<file path="src/rtl/lane_word_packer.sv">
// ============================================================================
// Module   : lane_word_packer
// Purpose  : Packs LANES chunks of LANE_W bits into one word, with selectable
//            lane order, early flush with zero padding and output backpressure.
// Revision : 1.0  initial release
// ============================================================================
`default_nettype none

module lane_word_packer #(
  parameter  int LANE_W = 8,
  parameter  int LANES  = 4,
  localparam int OUT_W  = LANE_W * LANES
) (
  input  logic               clk,
  input  logic               rst_n,
  input  logic               in_valid,
  output logic               in_ready,
  input  logic [LANE_W-1:0]  in_data,
  input  logic               in_last,
  input  logic               mode,
  output logic               out_valid,
  input  logic               out_ready,
  output logic [OUT_W-1:0]   out_data,
  output logic [LANES-1:0]   out_mask,
  output logic               out_partial
);

  localparam int                  c_fill_w    = $clog2(LANES);
  localparam logic [c_fill_w-1:0] c_last_fill = c_fill_w'(LANES - 1);

  typedef enum logic [0:0] {
    ST_ACCUM = 1'b0,
    ST_HOLD  = 1'b1
  } state_t;

  state_t              r_state;
  state_t              w_state_next;
  logic [c_fill_w-1:0] r_fill;
  logic [OUT_W-1:0]    r_acc;
  logic [LANES-1:0]    r_mask;
  logic                r_mode;
  logic                r_out_valid;
  logic [OUT_W-1:0]    r_out_data;
  logic [LANES-1:0]    r_out_mask;
  logic                r_out_partial;

  logic                w_in_ready;
  logic                w_mode_eff;
  logic [c_fill_w-1:0] w_lane;
  logic [OUT_W-1:0]    w_acc_next;
  logic [LANES-1:0]    w_mask_next;
  logic                w_beat;
  logic                w_complete;
  logic                w_slot_free;
  logic                w_load_beat;
  logic                w_load_hold;
  logic [OUT_W-1:0]    w_ld_data;
  logic [LANES-1:0]    w_ld_mask;

  assign w_in_ready  = (r_state == ST_ACCUM);
  assign w_beat      = in_valid && w_in_ready;
  assign w_complete  = w_beat && ((r_fill == c_last_fill) || in_last);
  assign w_slot_free = !r_out_valid || out_ready;

  // Lane order is taken from the live input only on the first chunk of a word.
  assign w_mode_eff = (r_fill == '0) ? mode : r_mode;
  assign w_lane     = w_mode_eff ? r_fill : (c_last_fill - r_fill);

  always_comb begin
    w_acc_next  = r_acc;
    w_mask_next = r_mask;
    for (int i = 0; i < LANES; i++) begin
      if (w_lane == c_fill_w'(i)) begin
        w_acc_next[i*LANE_W +: LANE_W] = in_data;
        w_mask_next[i]                 = 1'b1;
      end
    end
  end

  always_ff @(posedge clk or negedge rst_n) begin
    if (!rst_n) begin
      r_state <= ST_ACCUM;
    end else begin
      r_state <= w_state_next;
    end
  end

  always_comb begin
    w_state_next = r_state;
    w_load_beat  = 1'b0;
    w_load_hold  = 1'b0;
    case (r_state)
      ST_ACCUM: begin
        if (w_complete) begin
          if (w_slot_free) begin
            w_load_beat = 1'b1;
          end else begin
            w_state_next = ST_HOLD;
          end
        end
      end
      ST_HOLD: begin
        if (w_slot_free) begin
          w_load_hold  = 1'b1;
          w_state_next = ST_ACCUM;
        end
      end
      default: w_state_next = ST_ACCUM;
    endcase
  end

  assign w_ld_data = w_load_beat ? w_acc_next  : r_acc;
  assign w_ld_mask = w_load_beat ? w_mask_next : r_mask;

  always_ff @(posedge clk or negedge rst_n) begin
    if (!rst_n) begin
      r_fill        <= '0;
      r_acc         <= '0;
      r_mask        <= '0;
      r_mode        <= 1'b0;
      r_out_valid   <= 1'b0;
      r_out_data    <= '0;
      r_out_mask    <= '0;
      r_out_partial <= 1'b0;
    end else if (w_load_beat || w_load_hold) begin
      r_out_valid   <= 1'b1;
      r_out_data    <= w_ld_data;
      r_out_mask    <= w_ld_mask;
      r_out_partial <= ~&w_ld_mask;
      r_acc         <= '0;
      r_mask        <= '0;
      r_fill        <= '0;
    end else begin
      if (out_ready) begin
        r_out_valid <= 1'b0;
      end
      // A completing beat that finds the slot busy parks here until HOLD drains it.
      if (w_beat) begin
        r_acc  <= w_acc_next;
        r_mask <= w_mask_next;
        if (!w_complete) begin
          r_fill <= r_fill + c_fill_w'(1);
        end
        if (r_fill == '0) begin
          r_mode <= mode;
        end
      end
    end
  end

  assign in_ready    = w_in_ready;
  assign out_valid   = r_out_valid;
  assign out_data    = r_out_data;
  assign out_mask    = r_out_mask;
  assign out_partial = r_out_partial;

endmodule

`default_nettype wire

</file>
<file path="config.mk">
export PLATFORM = sky130hd
export DESIGN_NAME = lane_word_packer
export DESIGN_NICKNAME = d
export VERILOG_FILES = /design/src/rtl/lane_word_packer.sv
export SDC_FILE = /design/constraint.sdc
export NUM_CORES = 1
export LEC_CHECK = 0
export CAP_MARGIN = 20
export CORE_ASPECT_RATIO = 1.25
export CORE_MARGIN = 10
export CORE_UTILIZATION = 30
export CTS_CLUSTER_DIAMETER = 40
export DETAILED_ROUTE_END_ITERATION = 16
export SLEW_MARGIN = 20
export SYNTH_ARGS = -nofsm -noshare
export SYNTH_HDL_FRONTEND = slang
export SYNTH_SLANG_ARGS = --single-unit
</file>
<file path="constraint.sdc">
create_clock -name clk -period 2.5 [get_ports clk]
set_input_delay 0.25 -clock clk [delete_from_list [all_inputs] [get_ports clk]]
set_output_delay 0.25 -clock clk [all_outputs]
set_load 0.05 [all_outputs]
</file>
Yosys cells after proc, flatten, opt, wreduce, memory -nomap -nowiden
Cells that the tools add are included.
{ "word_totals": {"ff_bits": 78, "out_inout_bits": 39, "word_cells": 60} }
{ "op_classes": {"add_sub_neg": 2, "eq_ne": 5, "n_mux": 28, "bitwise": 2, "reduce_logical": 14} }
{ "op_table": {"columns": ["cell", "n"], "rows": [
  ["$mux W32", 3],
  ["$mux W8", 4],
  ["$mux W1", 13],
  ["$mux W4", 3],
  ["$mux W2", 4],
  ["$eq A2 B2 Y1 const B", 3],
  ["$logic_not A2 Y1", 2],
  ["$reduce_and A2 Y1", 2],
  ["$reduce_and A4 Y1", 1],
  ["$reduce_bool A2 Y1", 2],
  ["$logic_or A1 B1 Y1", 3],
  ["$add A2 B1 Y2 const B", 1],
  ["$eq A2 B1 Y1 const B", 1],
  ["$logic_and A1 B1 Y1", 2],
  ["$logic_not A1 Y1", 2],
  ["$ne A2 B1 Y1 const B", 1],
  ["$not A1 Y1", 2],
  ["$pmux W1 S2", 1],
  ["$sub A2 B2 Y2 const A", 1]
]} }

Logic depth before layout (Yosys ltp)
Gate-level depths: netlist of run 1.
{ "logic_depth": {"depth_word": 8, "mapped_depth": 8, "mapped_depth_nobuf": 7} }

Worst setup path after synthesis of run 1
OpenSTA, ideal clock, no wires.
{ "synth_path": {"path_type": "reg2reg", "startpoint": "register r_fill[0]", "endpoint": "register r_out_partial (netlist: out_partial)", "setup_time_ns": 0.133, "arrival_time_ns": 1.854, "t_required_ns": 2.367, "path_slack_ns": 0.513, "stages_incl_launch_ff": 8, "synth_period_minus_slack_ns": 1.987, "cell_sequence": "dfrtp_1 > inv_1 > ha_1 > mux2i_4 > mux2i_1 > a21oi_1 > nor4_1 > o21ai_0"} }
{ "synth_via": {"elab_chain_len": 8} }
{ "synth_rtl": {"columns": ["item", "line_no", "rtl"], "rows": [
  ["start: declaration", "38", "logic [c_fill_w-1:0] r_fill;"],
  ["start signal: assignment", "142", "r_fill <= r_fill + c_fill_w'(1);"],
  ["parallel branches: the longest is 8 deep, another holds $sub A2 B2 Y2", null, null],
  ["end signal: assignment", "129", "r_out_partial <= ~&w_ld_mask;"],
  ["end: declaration", "45", "logic r_out_partial;"]
]} }
Parallel ways; which one is timed is not known.
A chain may end at the register's enable or synchronous reset.

Worst setup path in the final report of run 1
{ "layout_path": {"startpoint": "register r_fill[0]", "endpoint": "register r_out_data[2] (netlist: out_data[2])"} }
{ "layout_via": {"elab_chain_len": 6} }
{ "layout_rtl": {"columns": ["item", "line_no", "rtl"], "rows": [
  ["parallel branches: the longest is 6 deep, another holds $sub A2 B2 Y2", null, null],
  ["end signal: assignment", "127", "r_out_data <= w_ld_data;"],
  ["end: declaration", "43", "logic [OUT_W-1:0] r_out_data;"]
]} }
Parallel ways; which one is timed is not known.

==> flow_summary.json, run 1 <==
{
  "outcome": "finished, final reports clean",
  "fin_setup_tns_ns": 0,
  "netlist.top_cell.by_area": "sky130_fd_sc_hd__dfrtp_1",
  "path_buf_inv": 1,
  "netlist.area_leader.share_pct": 58.2,
  "worst-endpoint-required_ns": 2.69,
  "critical_path.top_delay_family": "multiplexers",
  "synth_async_sr_flop_share_pct": 100,
  "critical_path_arrival_ns": 2.54,
  "hold_path.class": "input pin to async pin",
  "clkLatencyLatePin_ns": 0.33,
  "io_pins": 53,
  "crit_start": "r_fill[0]$_DFFE_PN0P_",
  "detailroute.via_count": 2365,
  "fp.dieH_um": 138,
  "first_global_vias": 2464,
  "viasPerCell": 4.86,
  "cp_max_fo": 8,
  "postCtsSetupBuffers": 0,
  "dieWidth_um": 115,
  "max-cap-violations": 0,
  "floorplan.rows": 43,
  "timing.clock.skew_ns": 0.00525,
  "design.core.area_um2": 11000,
  "timing_hold_violations_final": 0,
  "drt_iter0_drc": 112,
  "worst_slew_pin_slew_ns": 0.974,
  "synthTopCellsByArea": "sky130_fd_sc_hd__dfrtp_1, sky130_fd_sc_hd__mux2i_1, sky130_fd_sc_hd__a22o_1",
  "cts_hold_repair.buffers": 0,
  "post-synth-top-count-cell": "sky130_fd_sc_hd__dfrtp_1",
  "ctsHtreeMaxLevel": 3,
  "area.growth.synth_to_final_pct": 27.6,
  "grtUsageMet2_pct": 15.8,
  "postSynthCellCount": 299,
  "power-per-cell-area_nw_per_um2": 1200,
  "criticalPathCategory": "register to register",
  "post_cts_sizing": 0,
  "tritoncts": "done",
  "synthesis.nets": 315,
  "avgSynthCellArea_um2": 11.2,
  "effective_utilization_at_floorplan_pct": 30.4,
  "route.detailed.drc": 0,
  "grt_start_max_net_pins": 79,
  "number_of_setup_violations_in_the_final_report": 0,
  "synth.ff_latch_count": 78,
  "ant_nets": 0,
  "startpoint_type": "register",
  "yosys_warnings": 0,
  "design.die.area_um2": 15800,
  "report.final.slew_viol_count": 0,
  "post-route-min-period_ns": 2.34,
  "cts_buffer_depth": 2,
  "clkTransAtPathRegs_ns": 0.05,
  "gr-usage-met3_pct": 3.90,
  "ys_top_cells_by_count": "sky130_fd_sc_hd__dfrtp_1, sky130_fd_sc_hd__nand2_1, sky130_fd_sc_hd__mux2i_1, sky130_fd_sc_hd__o21ai_0, sky130_fd_sc_hd__a22o_1",
  "wirelength_um": 8050,
  "timing.critical_path.slowest_cell_delay_ns": 0.46,
  "share_of_the_yosys_chip_area_belonging_to_registers_pct": 58.2,
  "clock_sinks": 78,
  "period_share_pct": 93.7,
  "irDropWorstVdd_v": 0.000335,
  "grt_overflow_total": 0,
  "grt_setup_unrepaired": "false",
  "maxClockFrequency_mhz": 427,
  "endpoint_kind": "register",
  "clockRootBuffer": "sky130_fd_sc_hd__clkbuf_16",
  "synth-edff-count": 0,
  "ff2ff_setup_slack_ns": 0.16,
  "buffer_ports.inserted": 52,
  "routed_wire_length_per_instance_um": 16.5,
  "antenna_found_initial": 0,
  "finalWeightedCongestion": 0.791,
  "dominantRegCellSynth": "sky130_fd_sc_hd__dfrtp_1",
  "antenna_cells_inserted": 0,
  "crit_path_slowest_cell": "sky130_fd_sc_hd__mux2i_1",
  "mappedNetlistArea_um2": 3360,
  "grt_util_all_layers_pct": 10.5,
  "numCtsBuffers": 9,
  "top_usage_layer": "met2",
  "crit_path_frequent_cell": "sky130_fd_sc_hd__mux2i_1",
  "whs_ns": 0.0678,
  "crit_path_cell_trace": "inv_1, ha_1, mux2i_4, mux2i_1, nand2_2, mux2i_1, o21ai_0",
  "static_leakage_nw": 2.08,
  "ys_types": 24,
  "post_route_cells_drive_above_1_share_pct": 8.81,
  "slew_headroom_pct": 35.1,
  "nets": 364,
  "met1_usage_pct": 13.2,
  "grt_pass1_wl_um": 13300,
  "post-dp-hpwl_um": 5590,
  "firstDrtPassIters": 4,
  "crit-reg2reg-launch": "r_fill[0]$_DFFE_PN0P_"
}
kinds of logic (layout without fill, tap and decap cells):
family | Yosys count | count (layout) | share of synthesized area (%)
AO/OA/AOI/OAI | 87 | 87 | 16.9
flip-flops | 78 | 78 | 58.2
AND/OR/NAND/NOR | 68 | 68 | 9.02
multiplexers | 39 | 39 | 12.0
buffers and inverters | 25 | 78 | 3.17
adder cells (fa/ha/maj) | 2 | 2 | 0.746
per-layer routing:
metal	share of wire, %	wire length, um
met4	1.5	124
met3	6.9	555
met2	46	3740
met5	0	0
met1	45	3630
cells in the final DEF (no fill, tap or decap):
| cell type | n |
|---|---|
| sky130_fd_sc_hd__nand2_2 | 4 |
| sky130_fd_sc_hd__and3_1 | 1 |
| sky130_fd_sc_hd__clkinv_2 | 1 |
| sky130_fd_sc_hd__buf_4 | 8 |
| sky130_fd_sc_hd__nand2b_1 | 3 |
| sky130_fd_sc_hd__mux2i_2 | 2 |
| sky130_fd_sc_hd__mux2i_4 | 1 |
| sky130_fd_sc_hd__a21o_1 | 1 |
| sky130_fd_sc_hd__nand3_1 | 1 |
| sky130_fd_sc_hd__clkbuf_16 | 9 |
| sky130_fd_sc_hd__inv_1 | 4 |
| sky130_fd_sc_hd__a21oi_1 | 9 |
| sky130_fd_sc_hd__or2_2 | 3 |
| sky130_fd_sc_hd__o21ai_0 | 37 |
| sky130_fd_sc_hd__nand2_1 | 40 |
| sky130_fd_sc_hd__clkbuf_8 | 2 |
| sky130_fd_sc_hd__clkdlybuf4s50_1 | 51 |
| sky130_fd_sc_hd__o21ai_1 | 6 |
| sky130_fd_sc_hd__nor2b_1 | 5 |
| sky130_fd_sc_hd__and2b_1 | 1 |
| sky130_fd_sc_hd__mux2_2 | 1 |
| sky130_fd_sc_hd__ha_1 | 2 |
| sky130_fd_sc_hd__nor2_1 | 9 |
| sky130_fd_sc_hd__nor4_1 | 1 |
| sky130_fd_sc_hd__clkbuf_1 | 3 |
| sky130_fd_sc_hd__mux2i_1 | 35 |
| sky130_fd_sc_hd__a22o_1 | 34 |
| sky130_fd_sc_hd__dfrtp_1 | 78 |
sequential cells by signal, indices dropped and copies added, names as in the netlist:
signal	cells
out_data	32
r_acc	32
out_mask	4
r_mask	4
r_fill	2
out_partial	1
out_valid	1
r_mode	1
r_state	1
path summary, 6_finish.rpt:
path	end	cells after the start
worst max-delay path	out_data[2]$_DFFE_PN0N_	7
worst min-delay path	out_data[20]$_DFFE_PN0N_	1
worst max register to register	out_data[2]$_DFFE_PN0N_	7
worst min register to register	out_data[18]$_DFFE_PN0N_	2
max in group asynchronous	r_acc[6]$_DFFE_PN0P_	1
min in group clk	out_data[18]$_DFFE_PN0N_	2
final cells by class:
cell class	instances	area, um2
Multi-Input combinational cell	196	1310
Clock buffer	14	264
Sequential cell	78	1950
Clock inverter	1	5.00
Timing Repair Buffer	59	571
Tap cell	135	169
Inverter	4	15.0
Fill cell	1073	6750
power by group:
| group | leakage, nW | switching, W | total (W) | internal, W |
|---|---|---|---|---|
| logic | 0.896 | 0.00134 | 0.00209 | 0.000744 |
| clock network | 0.133 | 0.000473 | 0.00119 | 0.000720 |
| registers | 1.05 | 0.000227 | 0.00187 | 0.00164 |
| total | 2.08 | 0.00204 | 0.00515 | 0.00310 |
stage by stage:
step	setup slack, ns	util [%]	instance area [um2]	total power [W]	cells
detailed placement	0.185	36.3	4000	0.00398	472
finish	0.157	38.8	4280	0.00515	487
CTS	0.161	38.7	4270	0.00520	487
global placement	0.280	36.3	4000	0.00396	472
floorplan	0.513	-	3360	0.00327	299
global route	0.00668	38.8	4280	0.00543	487
No activity file was read; power rests on OpenSTA's default activity.
==> run 2, diff against run 1 <==
- CORE_MARGIN: 10 -> 3
- CORE_UTILIZATION: 30 -> 53
- PLACE_DENSITY: unset -> 0.79
==> run 2 against run 1 <==
Net effect: clock power shrank 29%; die area decreased by 54%; setup slack improved by 0.025 ns; register-to-register slack better by 0.02 ns; largest power group unchanged; final area shrank 3.9%; critical endpoint is now out_data[25]$_DFFE_PN0N_; clock skew increased by 0.00060 ns; cell count fell by 11%; highest routed layer unchanged; worst hold slack worse by 0.026 ns; first-iteration DRC count rose by 100%.
==> flow_summary.json, run 2 (synthesis gave the netlist of run 1 again) <==
{
  "postCtsSetupBuffers": 0,
  "clkTransAtPathRegs_ns": 0.08,
  "power-per-cell-area_nw_per_um2": 1160,
  "post_route_cells_drive_above_1_share_pct": 9.12,
  "floorplan.rows": 31,
  "grt_setup_unrepaired": "true",
  "firstDrtPassIters": 4,
  "dp_cells": 418,
  "ff2ff_setup_slack_ns": 0.18,
  "drt_iter0_drc": 227,
  "wl_met2_um": 3550,
  "report.final.slew_viol_count": 0,
  "crit_path_frequent_cell": "sky130_fd_sc_hd__mux2i_1",
  "grt_pass1_wl_um": 11900,
  "buffer_ports.inserted": 52,
  "antenna_cells_inserted": 0,
  "reg2regPathDepth": 7,
  "wl_met1_um": 3140,
  "crit_path_cell_trace": "inv_1, ha_1, mux2i_4, mux2i_1, nand2_2, mux2i_1, o21ai_0",
  "finalWeightedCongestion": 0.841,
  "effective_utilization_at_floorplan_pct": 56.2,
  "hold_path.class": "input pin to async pin",
  "critical_path_arrival_ns": 2.53,
  "post-dp-hpwl_um": 4940,
  "fp.dieH_um": 95.0,
  "tritoncts": "done",
  "cts_buffer_depth": 2,
  "io_pins": 53,
  "irDropWorstVdd_v": 0.000726,
  "worst-endpoint-required_ns": 2.71,
  "timing.critical_path.slowest_cell_delay_ns": 0.44,
  "period_share_pct": 92.7,
  "nets": 363,
  "dieWidth_um": 77.2,
  "detailroute.wirelength.met3_um": 377,
  "layoutNonFillerInstCount": 433,
  "clkLatencyLatePin_ns": 0.35,
  "crit-reg2reg-launch": "r_fill[0]$_DFFE_PN0P_",
  "post-layout-total-power_w": 0.00478,
  "timing_hold_violations_final": 0,
  "most-common-layout-cells": "sky130_fd_sc_hd__dfrtp_1, sky130_fd_sc_hd__clkdlybuf4s50_1, sky130_fd_sc_hd__nand2_1, sky130_fd_sc_hd__o21ai_0, sky130_fd_sc_hd__mux2i_1",
  "crit_path_slowest_cell": "sky130_fd_sc_hd__dfrtp_1",
  "numCtsBuffers": 9,
  "preCtsSetupSlack_ns": 0.159,
  "antenna_found_initial": 0,
  "ctsHtreeMaxLevel": 3,
  "worst_slew_pin_slew_ns": 0.962,
  "post-route-worst-setup-slack_ns": 0.182,
  "clock_sinks": 78,
  "route.detailed.drc": 0,
  "grt_util_all_layers_pct": 20.9,
  "cts_hold_repair.buffers": 0,
  "area.growth.synth_to_final_pct": 22.6,
  "clockRootBuffer": "sky130_fd_sc_hd__clkbuf_8",
  "number_of_setup_violations_in_the_final_report": 0,
  "static_leakage_nw": 2.02,
  "grt_start_max_net_pins": 79,
  "slew_headroom_pct": 35.8,
  "wirelength_um": 7160,
  "post-route-min-period_ns": 2.32,
  "max-cap-violations": 0,
  "first_global_vias": 2446,
  "outcome": "finished, final reports clean",
  "timing.clock.skew_ns": 0.00585,
  "viasPerCell": 5.61,
  "design.core.area_um2": 5970,
  "layout.cells.most_common": "sky130_fd_sc_hd__dfrtp_1",
  "cp_max_fo": 8,
  "routed_wire_length_per_instance_um": 16.5,
  "grt_overflow_total": 0,
  "startpoint_type": "register",
  "highest_signal_layer": "met4",
  "endpoint_kind": "register",
  "criticalPathCategory": "register to register",
  "ant_nets": 0,
  "reg_to_reg_critical_path_endpoint": "out_data[25]$_DFFE_PN0N_",
  "maxClockFrequency_mhz": 431,
  "design.die.area_um2": 7330,
  "detailroute.via_count": 2431
}
[run 2: per-layer routing]
layer / GRT usage, % / up-vias
met5: 0 / -
met4: 6.38 / 0
met3: 5.25 / 10
met2: 34.7 / 69
met1: 27.3 / 1207
li1: - / 1145
[run 2: power breakdown]
part	switching (W)	total [W]	internal, W
sequential	0.000230	0.00187	0.00164
clock	0.000439	0.000847	0.000408
combinational	0.00133	0.00207	0.000742
total	0.00200	0.00478	0.00279
[run 2: stage by stage]
step / hold WS, ns / area [um2] / TNS, ns / util (%)
3_5_place_dp: 0.454 / 3930 / 0 / 65.8
5_1_grt: 0.108 / 4110 / -0.000390 / 68.9
6_report: 0.0419 / 4110 / 0 / 68.9
4_1_cts: 0.0768 / 4110 / 0 / 68.7
3_3_place_gp: 0.449 / 3930 / 0 / 65.8
2_1_floorplan: -0.0456 / 3360 / 0 / -
[run 2: final cells by class]
| class | instances | area [um2] |
|---|---|---|
| clock buffers | 12 | 155 |
| clock inverters | 3 | 20.0 |
| fillers | 497 | 1860 |
| inverters | 4 | 15.0 |
| multi-input cells | 196 | 1310 |
| flip-flops and latches | 78 | 1950 |
| well taps | 82 | 103 |
| repair buffers | 58 | 563 |
[run 2: how the worst max path moves through the flow]
stage | start | endpoint | slack [ns] | cells after the start
final | r_fill[0]$_DFFE_PN0P_ | out_data[25]$_DFFE_PN0N_ | 0.18 | 7
after CTS | r_fill[0]$_DFFE_PN0P_ | out_data[6]$_DFFE_PN0N_ | 0.15 | 7
after floorplan | r_fill[0]$_DFFE_PN0P_ | out_partial$_DFFE_PN0N_ | 0.51 | 7
after global routing | r_fill[0]$_DFFE_PN0P_ | out_data[24]$_DFFE_PN0N_ | -0.0004 | 7
after detailed placement | r_fill[0]$_DFFE_PN0P_ | out_data[6]$_DFFE_PN0N_ | 0.16 | 7
after global placement | r_fill[0]$_DFFE_PN0P_ | out_data[22]$_DFFE_PN0N_ | 0.25 | 7
[run 2: critical path, delay by kind of cell (launching register included)]
| family | cells | cell delay [ns] |
|---|---|---|
| mux | 3 | 1.02 |
| buf+inv | 1 | 0.12 |
| simple gates | 1 | 0.25 |
| compound gates | 1 | 0.11 |
| fa+ha+maj | 1 | 0.25 |
| flops | 1 | 0.44 |
[run 2: repair_timing]
item                       4_1_cts  5_1_grt
hold endpoints to repair         0        0
gates resized for setup          0        2
setup endpoints to repair        0        3
